## config.mk

```make
export PLATFORM = sky130hd
export DESIGN_NAME = cpu_switch_sequencer
export DESIGN_NICKNAME = d
export VERILOG_FILES = /design/src/rtl/cpu_switch_sequencer.sv
export SDC_FILE = /design/constraint.sdc
export NUM_CORES = 1
export LEC_CHECK = 0
export ABC_AREA = 1
export CAP_MARGIN = 20
export CORE_MARGIN = 2
export CORE_UTILIZATION = 55
export CTS_CLUSTER_DIAMETER = 120
export DETAILED_ROUTE_END_ITERATION = 8
export PLACE_DENSITY = 0.85
export SLEW_MARGIN = 20
export SYNTH_ARGS = -nofsm -noshare
export SYNTH_HDL_FRONTEND = slang
export SYNTH_SLANG_ARGS = --single-unit
```

## constraint.sdc

```tcl
create_clock -name clk_sys -period 4.1 [get_ports clk_sys]
set_input_delay 0.615 -clock clk_sys [delete_from_list [all_inputs] [get_ports clk_sys]]
set_output_delay 0.615 -clock clk_sys [all_outputs]
set_load 0.01 [all_outputs]
```

## src/rtl/cpu_switch_sequencer.sv

```systemverilog
// cpu_switch_sequencer
// Sequences the shutdown and start-up of the four MultiComp cores when the OSD
// CPU selection changes or a user reset is requested. Owns the registered
// cpu_sel that drives the output muxes, the per-core resets and clock enables,
// and blanks video while a switch is in progress.
//
// Build option SWITCH_MUTE_EN: when defined, video stays muted after start-up
// until MUTE_FRAMES vs rising edges are seen or MUTE_TIMEOUT cycles elapse.
// When undefined, the MUTE state is absent, START hands over directly to RUN
// and video_mute is tied low.
//
// Ports:
//   clk_sys       in   system clock
//   reset         in   asynchronous, active-high reset
//   cpu_req[1:0]  in   requested core
//   user_reset    in   level request to restart the current core
//   vs            in   vertical sync of the selected core
//   cpu_sel[1:0]  out  active core index
//   core_reset_n  out  per-core active-low reset (one-hot or zero)
//   core_clk_en   out  per-core clock enable (one-hot or zero)
//   video_mute    out  force black
//   busy          out  high whenever not in RUN
//
// state   | meaning
// RUN     | selected core running; watch for a stable new request
// QUIESCE | old core held in reset with its clock still running
// HOLD    | every core in reset with clocks gated; cpu_sel updates on exit
// START   | new core clocked but still in reset
// MUTE    | new core running, video kept black until frames settle

module cpu_switch_sequencer #(
    parameter int STABLE_CYCLES  = 1024,
    parameter int QUIESCE_CYCLES = 16,
    parameter int HOLD_CYCLES    = 256,
    parameter int RESET_CYCLES   = 4096,
    parameter int MUTE_FRAMES    = 2,
    parameter int MUTE_TIMEOUT   = 4194304
) (
    input  logic       clk_sys,
    input  logic       reset,
    input  logic [1:0] cpu_req,
    input  logic       user_reset,
    input  logic       vs,
    output logic [1:0] cpu_sel,
    output logic [3:0] core_reset_n,
    output logic [3:0] core_clk_en,
    output logic       video_mute,
    output logic       busy
);

`ifdef SWITCH_MUTE_EN
    localparam int MUTE_MAX = MUTE_TIMEOUT;
`else
    localparam int MUTE_MAX = 1;
`endif
    // One shared down-counter serves every timed state.
    localparam int T_M1  = (QUIESCE_CYCLES > HOLD_CYCLES) ? QUIESCE_CYCLES : HOLD_CYCLES;
    localparam int T_M2  = (T_M1 > RESET_CYCLES) ? T_M1 : RESET_CYCLES;
    localparam int T_MAX = (T_M2 > MUTE_MAX) ? T_M2 : MUTE_MAX;
    localparam int TW    = (T_MAX > 1) ? $clog2(T_MAX) : 1;
    localparam int SW    = $clog2(STABLE_CYCLES + 1);

    localparam logic [TW-1:0] Q_LOAD     = TW'(QUIESCE_CYCLES - 1);
    localparam logic [TW-1:0] H_LOAD     = TW'(HOLD_CYCLES - 1);
    localparam logic [TW-1:0] R_LOAD     = TW'(RESET_CYCLES - 1);
    localparam logic [SW-1:0] STABLE_LIM = SW'(STABLE_CYCLES);

    typedef enum logic [2:0] {
        RUN,
        QUIESCE,
        HOLD,
        START
`ifdef SWITCH_MUTE_EN
        , MUTE
`endif
    } state_t;

    state_t        state_q, state_d;
    logic [TW-1:0] timer_q, timer_d;
    logic [1:0]    target_q, target_d;
    logic [1:0]    sel_d;
    logic [SW-1:0] stable_q, stable_d, stable_inc;
    logic [1:0]    req_prev;
    logic          init_q;
    logic [3:0]    sel_oh;
    logic [3:0]    rst_n_d, clk_en_d;
    logic          busy_d;

`ifdef SWITCH_MUTE_EN
    localparam int            FW      = $clog2(MUTE_FRAMES + 1);
    localparam logic [TW-1:0] M_LOAD  = TW'(MUTE_TIMEOUT - 1);
    localparam logic [FW-1:0] FR_LAST = FW'(MUTE_FRAMES - 1);

    logic [FW-1:0] frames_q, frames_d;
    logic          vs_prev, vs_rise, mute_d;

    assign vs_rise = vs & ~vs_prev;
`else
    logic unused_mute_cfg;
    assign unused_mute_cfg = vs ^ (MUTE_FRAMES != 0) ^ (MUTE_TIMEOUT != 0);
`endif

    always_comb begin
        state_d    = state_q;
        timer_d    = timer_q;
        // The very first edge after reset captures the initial request.
        target_d   = init_q ? cpu_req : target_q;
        sel_d      = cpu_sel;
        stable_d   = '0;
        stable_inc = stable_q + 1'b1;
`ifdef SWITCH_MUTE_EN
        frames_d   = frames_q;
`endif

        case (state_q)
            RUN: begin
                if (user_reset) begin
                    target_d = cpu_sel;
                    state_d  = QUIESCE;
                    timer_d  = Q_LOAD;
                end else if (cpu_req != cpu_sel && cpu_req == req_prev) begin
                    if (stable_inc == STABLE_LIM) begin
                        target_d = cpu_req;
                        state_d  = QUIESCE;
                        timer_d  = Q_LOAD;
                    end else begin
                        stable_d = stable_inc;
                    end
                end
            end
            QUIESCE: begin
                // Holding user_reset keeps re-arming the full quiesce period.
                if (user_reset) begin
                    timer_d = Q_LOAD;
                end else if (timer_q == '0) begin
                    state_d = HOLD;
                    timer_d = H_LOAD;
                end else begin
                    timer_d = timer_q - 1'b1;
                end
            end
            HOLD: begin
                if (timer_q == '0) begin
                    sel_d   = target_d;
                    state_d = START;
                    timer_d = R_LOAD;
                end else begin
                    timer_d = timer_q - 1'b1;
                end
            end
            START: begin
                if (user_reset) begin
                    target_d = cpu_sel;
                    state_d  = QUIESCE;
                    timer_d  = Q_LOAD;
                end else if (timer_q == '0) begin
`ifdef SWITCH_MUTE_EN
                    state_d  = MUTE;
                    timer_d  = M_LOAD;
                    frames_d = '0;
`else
                    state_d  = RUN;
`endif
                end else begin
                    timer_d = timer_q - 1'b1;
                end
            end
`ifdef SWITCH_MUTE_EN
            MUTE: begin
                if (user_reset) begin
                    target_d = cpu_sel;
                    state_d  = QUIESCE;
                    timer_d  = Q_LOAD;
                end else if ((vs_rise && frames_q == FR_LAST) || timer_q == '0) begin
                    state_d = RUN;
                end else begin
                    timer_d = timer_q - 1'b1;
                    if (vs_rise) begin
                        frames_d = frames_q + 1'b1;
                    end
                end
            end
`endif
            default: begin
                state_d = HOLD;
                timer_d = H_LOAD;
            end
        endcase

        // Outputs are decoded from the next state so they move with it.
        sel_oh   = 4'b0001 << sel_d;
        rst_n_d  = '0;
        clk_en_d = '0;
        busy_d   = (state_d != RUN);
`ifdef SWITCH_MUTE_EN
        mute_d   = (state_d != RUN);
`endif
        case (state_d)
            RUN: begin
                rst_n_d  = sel_oh;
                clk_en_d = sel_oh;
            end
            QUIESCE, START: begin
                clk_en_d = sel_oh;
            end
`ifdef SWITCH_MUTE_EN
            MUTE: begin
                rst_n_d  = sel_oh;
                clk_en_d = sel_oh;
            end
`endif
            default: begin
                rst_n_d  = '0;
                clk_en_d = '0;
            end
        endcase
    end

    always_ff @(posedge clk_sys or posedge reset) begin
        if (reset) begin
            state_q      <= HOLD;
            timer_q      <= H_LOAD;
            target_q     <= '0;
            cpu_sel      <= '0;
            stable_q     <= '0;
            req_prev     <= '0;
            init_q       <= 1'b1;
            core_reset_n <= '0;
            core_clk_en  <= '0;
            busy         <= 1'b1;
        end else begin
            state_q      <= state_d;
            timer_q      <= timer_d;
            target_q     <= target_d;
            cpu_sel      <= sel_d;
            stable_q     <= stable_d;
            req_prev     <= cpu_req;
            init_q       <= 1'b0;
            core_reset_n <= rst_n_d;
            core_clk_en  <= clk_en_d;
            busy         <= busy_d;
        end
    end

`ifdef SWITCH_MUTE_EN
    always_ff @(posedge clk_sys or posedge reset) begin
        if (reset) begin
            frames_q   <= '0;
            vs_prev    <= 1'b0;
            video_mute <= 1'b1;
        end else begin
            frames_q   <= frames_d;
            vs_prev    <= vs;
            video_mute <= mute_d;
        end
    end
`else
    assign video_mute = 1'b0;
`endif

endmodule

```

* Word-level counts from Yosys, hierarchy flattened
Cells that the tools add are included.
** Operators by class
- Reductions and logical operators :: 7
- Equal/unequal tests :: 11
- Shifts and indexed selects :: 1
- Mux-type cells :: 32
- Add/sub/neg operators :: 2
** Operators by type and width (count)
- 12-bit two-way mux :: 8
- 12-bit case mux with 4 select lines :: 1
- 11-bit two-way mux :: 4
- 3-bit two-way mux :: 8
- 2-bit two-way mux :: 7
- 12-bit logical NOT :: 1
- 3-bit case mux with 4 select lines :: 1
- 12-bit by 1-bit subtractor with 12-bit output (second input constant) :: 1
- 11-bit by 1-bit adder with 11-bit output (second input constant) :: 1
- 11-bit equality test (second input constant) :: 1
- 3-bit by 2-bit equality test with 1-bit output (second input constant) :: 3
- 3-bit != test (second input constant) :: 3
- 4-bit two-way mux :: 2
- 3-bit by 1-bit equality test with 1-bit output (second input constant) :: 2
- 3-bit logical NOT :: 2
- 2-bit case mux with 2 select lines :: 1
- 1-bit by 2-bit << shifter with 4-bit output (first input constant) :: 1
- 3-bit AND reduction :: 1
- 3-bit nonzero test :: 1
- 3-bit OR reduction :: 1
- 2-bit equality test :: 1
- 2-bit != test :: 1
- 1-bit logical AND :: 1
** Storage, ports and cells
- Register bits after elaboration :: 42
- Input bits :: 6

* Logic depth before layout (Yosys ltp)
- Word-level depth :: 9
- Depth in mapped cells :: 15

* Worst setup path before layout
OpenSTA, ideal clock, no wires.
- Path kind :: input -> register
- Start :: in cpu_req[1]
- End :: reg timer_q[8]
- Path buffers :: 1
- Setup slack :: 2212 ps
- Data arrival time :: 1766 ps
- Stages :: 11
- Data required time :: 3979 ps
- Setup time :: 121 ps
- Path through :: inv_1 or2_2 nand2_1 nor2_1 nor3_2 nand3_4 nand2_2 nand2_4 inv_2 buf_6 o21ai_1
** On the way
- Longest elaborated chain between the ends :: 4
** RTL lines
- start: declaration :: RTL line 41 : input logic [1:0] cpu_req,
- 2-bit != test or 2-bit equality test (tied branches) :: RTL line 121 : end else if (cpu_req != cpu_sel && cpu_req == req_prev) begin
- 1-bit logical AND * :: RTL line 121
- 3-bit != test (no source line) *
- 3-bit AND reduction (no source line) *
- end signal: assignment :: RTL line 233 : timer_q <= timer_d;
- end: declaration :: RTL line 79 : logic [TW-1:0] timer_q, timer_d;
Mark *: on every way between the ends. The rest lies on a longest branch, timed or not.
A chain may end at the register's enable or synchronous reset.

* Worst setup path in the final report
- Start :: in cpu_req[0]
- End :: reg timer_q[8]
Same word-level chain as after synthesis.

==> metrics <==
Ys Warns 0; Vias/cell ~5.2; WL/cell about 12 microns; # DRC 0; worst-margin pin slew about 0.53 ns; Final HPWL DP 3220 microns; Period minus WS final approximately 2.4 ns; mux contribution to synthesized area 0; CTS Root Cell clkbuf_8; Reg clk slew, reported paths roughly 0.08 ns; GPL Wtd Cong between 0.9 and 1; Crit Path Category in -> reg; initial antenna violation count 0; proportion of layout cells with a drive suffix above 1 0.148; Worst Hold Class reg -> reg; DRT Pass-1 Iters 4; Post-CTS Setup Bufs 0; antenna diode count 0; port bufs 15; nets@finish roughly 330; combinational family with the most area after synthesis simple AND/OR/NAND/NOR gates; Reg2Reg Depth 13; first-pass GRT wire length about 8100 microns; maximum buffer depth of the clock tree 2; clock sink total 42; post-CTS resize count 0; worst r2r dst timer_q[8]; slowest cell delay on critical path between 0.5 and 0.6 ns; initial core utilization 0.581; post-cts hold buffer count 0; IO Pins 18; most common cell after layout, fill and taps aside nand2_1; Worst path most repeated cell nand2_1; Post-DRT Antenna Nets 0; Peak VDD IR approximately 0.00022 V; Area Growth Syn to Fin 12.3%; H-tree lvl count 2; P_leak between 1 and 1.5 nW; Worst Path Arrival between 2 and 3 ns; Fin. Hold Viols 0; GRT Total Usage 0.202; Simple-Gate Fraction of Synth Area 0.336; CTS tree yes; GRT overflow 0; RSZ-0062 raised after global routing false; Max Fanout on Critical Path 18; r2r startpoint stable_q[0]; Synth Instances 302; CP top delay family simple AND/OR/NAND/NOR gates; FF+latch count, synth 42; CP cell instances clkdlybuf4s50_1, inv_1, or2_2, nand2_1, nor2_1, nor3_2, nand3_4, nand2_2, nand2_4, inv_2, nand2_1, o21ai_1; CP endpoint kind flip-flop; Die Y-Extent just under 70 microns; Max Slew Vio Count 0; vias in the first global route approximately 1,900; Final TNS setup 0 ns; 1st-iter DRT viols about 110; register area share after synthesis 0.451; post-synthesis compound-gate area fraction 0.0902; unique cell type count in the Yosys netlist 35; Synth Area in Adders 0.0106; status finished, final reports clean; Hold Path End timer_q[0]; max-cap check violation count 0; area of the die between 4000 and 5000 sq um; dpl cells 366; setup violation total in the final timing report 0; total wire length between 4000 and 5000 microns; flop2flop setup slack ~1.9 ns; commonest non-fill, non-tap cells in the layout 83 x nand2_1, 40 x nor2_1, 34 x inv_1, 31 x dfrtp_1, 15 x clkdlybuf4s50_1; synthesized area between 2000 and 2500 sq um; # rows 23; Fmax achieved about 400 MHz; WP data required roughly 4.3 ns; vias post-DR 1,930; Worst Skew about 0.0074 ns; power density cells 321 nW/um^2; Die Wd around 69 microns; Startpoint Class input pin; Slew HR 0.649; Final period util 0.593; clk_lat worst skew 0.29 ns; syn_area_per_cell 7.81 sq um; Core Box Area slightly above 4000 sq um; CP max stage cell clkdlybuf4s50_1; hold path depth 2; CP Buf/Inv Count 3; largest net degree at the start of global routing 43; XOR/XNOR Fraction of Synth Area 0.0371; Min-Delay Startpoint timer_q[0]; Cell Count, Final, Fillers Out 374; CTS buffer count 5
-- cell usage after synthesis, drive strengths merged --
library cell  instances  share of area
dfstp                11           0.12
nand3b                1         0.0032
xnor2                 1         0.0037
inv                  37          0.059
a21oi                13          0.028
o21ai                16          0.039
ha                    2          0.011
nor3                  7          0.023
or2                   5          0.013
dfrtp                31           0.33
nor3b                 2         0.0085
o21bai                2         0.0064
nand3                16          0.044
buf                   3          0.013
nand4                 5          0.013
clkbuf                1         0.0016
conb                  1         0.0016
xor2                  9          0.033
nand2                89           0.15
nor2                 44          0.081
a31oi                 3         0.0080
o211ai                3         0.0095
-- report_power, final --
group          leakage, nW  switching, mW  internal (mW)
Combinational        0.641         0.0711         0.0401
Clock               0.0472          0.140          0.135
Sequential           0.535         0.0176          0.446
Total                 1.22          0.229          0.622
-- cells by family after synthesis --
group | after synthesis
adders and majority gates | 2
other | 1
buffers and inverters | 41
xor gates and xnor gates | 10
AOI/OAI and AO/OA | 37
and+or+nand+nor | 169
DFF | 42
-- area by class of cell --
cell class                 instances  area [sq um]
clock buffer                       6          82.6
clock inverter                     2          12.5
fill                             334          1410
inverter                          37           139
multi-input combinational        221          1130
sequential                        42          1060
tap                               50          62.6
timing repair buffer              16           158
-- sequential cells by signal, summed over array words and instances (netlist names) --
name	cells
busy	1
req_prev	2
cpu_sel	2
state_q	3
init_q	1
target_q	2
core_clk_en	4
timer_q	12
core_reset_n	4
stable_q	11
-- per-layer routing --
metal	up-vias	GRT usage	wire (microns)
li1	997	-	-
met1	895	0.249	2060
met2	27	0.346	2170
met3	11	0.0422	123
met4	0	0.0784	93
met5	-	0	0
-- through the flow --
step	util	total power [mW]	instance area [sq um]	hold slack [ns]	setup slack, ns
5_1_grt	0.652	0.891	2650	0.517	1.49
3_3_place_gp	0.629	0.576	2550	0.461	1.41
2_1_floorplan	-	0.550	2370	0.450	2.21
4_1_cts	0.652	0.856	2650	0.478	1.67
6_report	0.652	0.850	2650	0.475	1.67
3_5_place_dp	0.629	0.581	2550	0.466	1.37
-- worst max path at each step --
stage / startpoint / to / cells after the start
finish: cpu_req[0] / timer_q[8] / 12
global route: cpu_req[1] / timer_q[8] / 12
CTS: cpu_req[0] / timer_q[8] / 12
detailed placement: cpu_req[0] / timer_q[8] / 12
global placement: cpu_req[1] / timer_q[8] / 12
floorplan: cpu_req[1] / timer_q[8] / 11
-- worst min-delay path: stages (launching register included) --
cell	delay [ns]
dfstp_2	0.37
nand2_1	0.05
o21ai_1	0.05
Power figures use the tool's default switching activity.
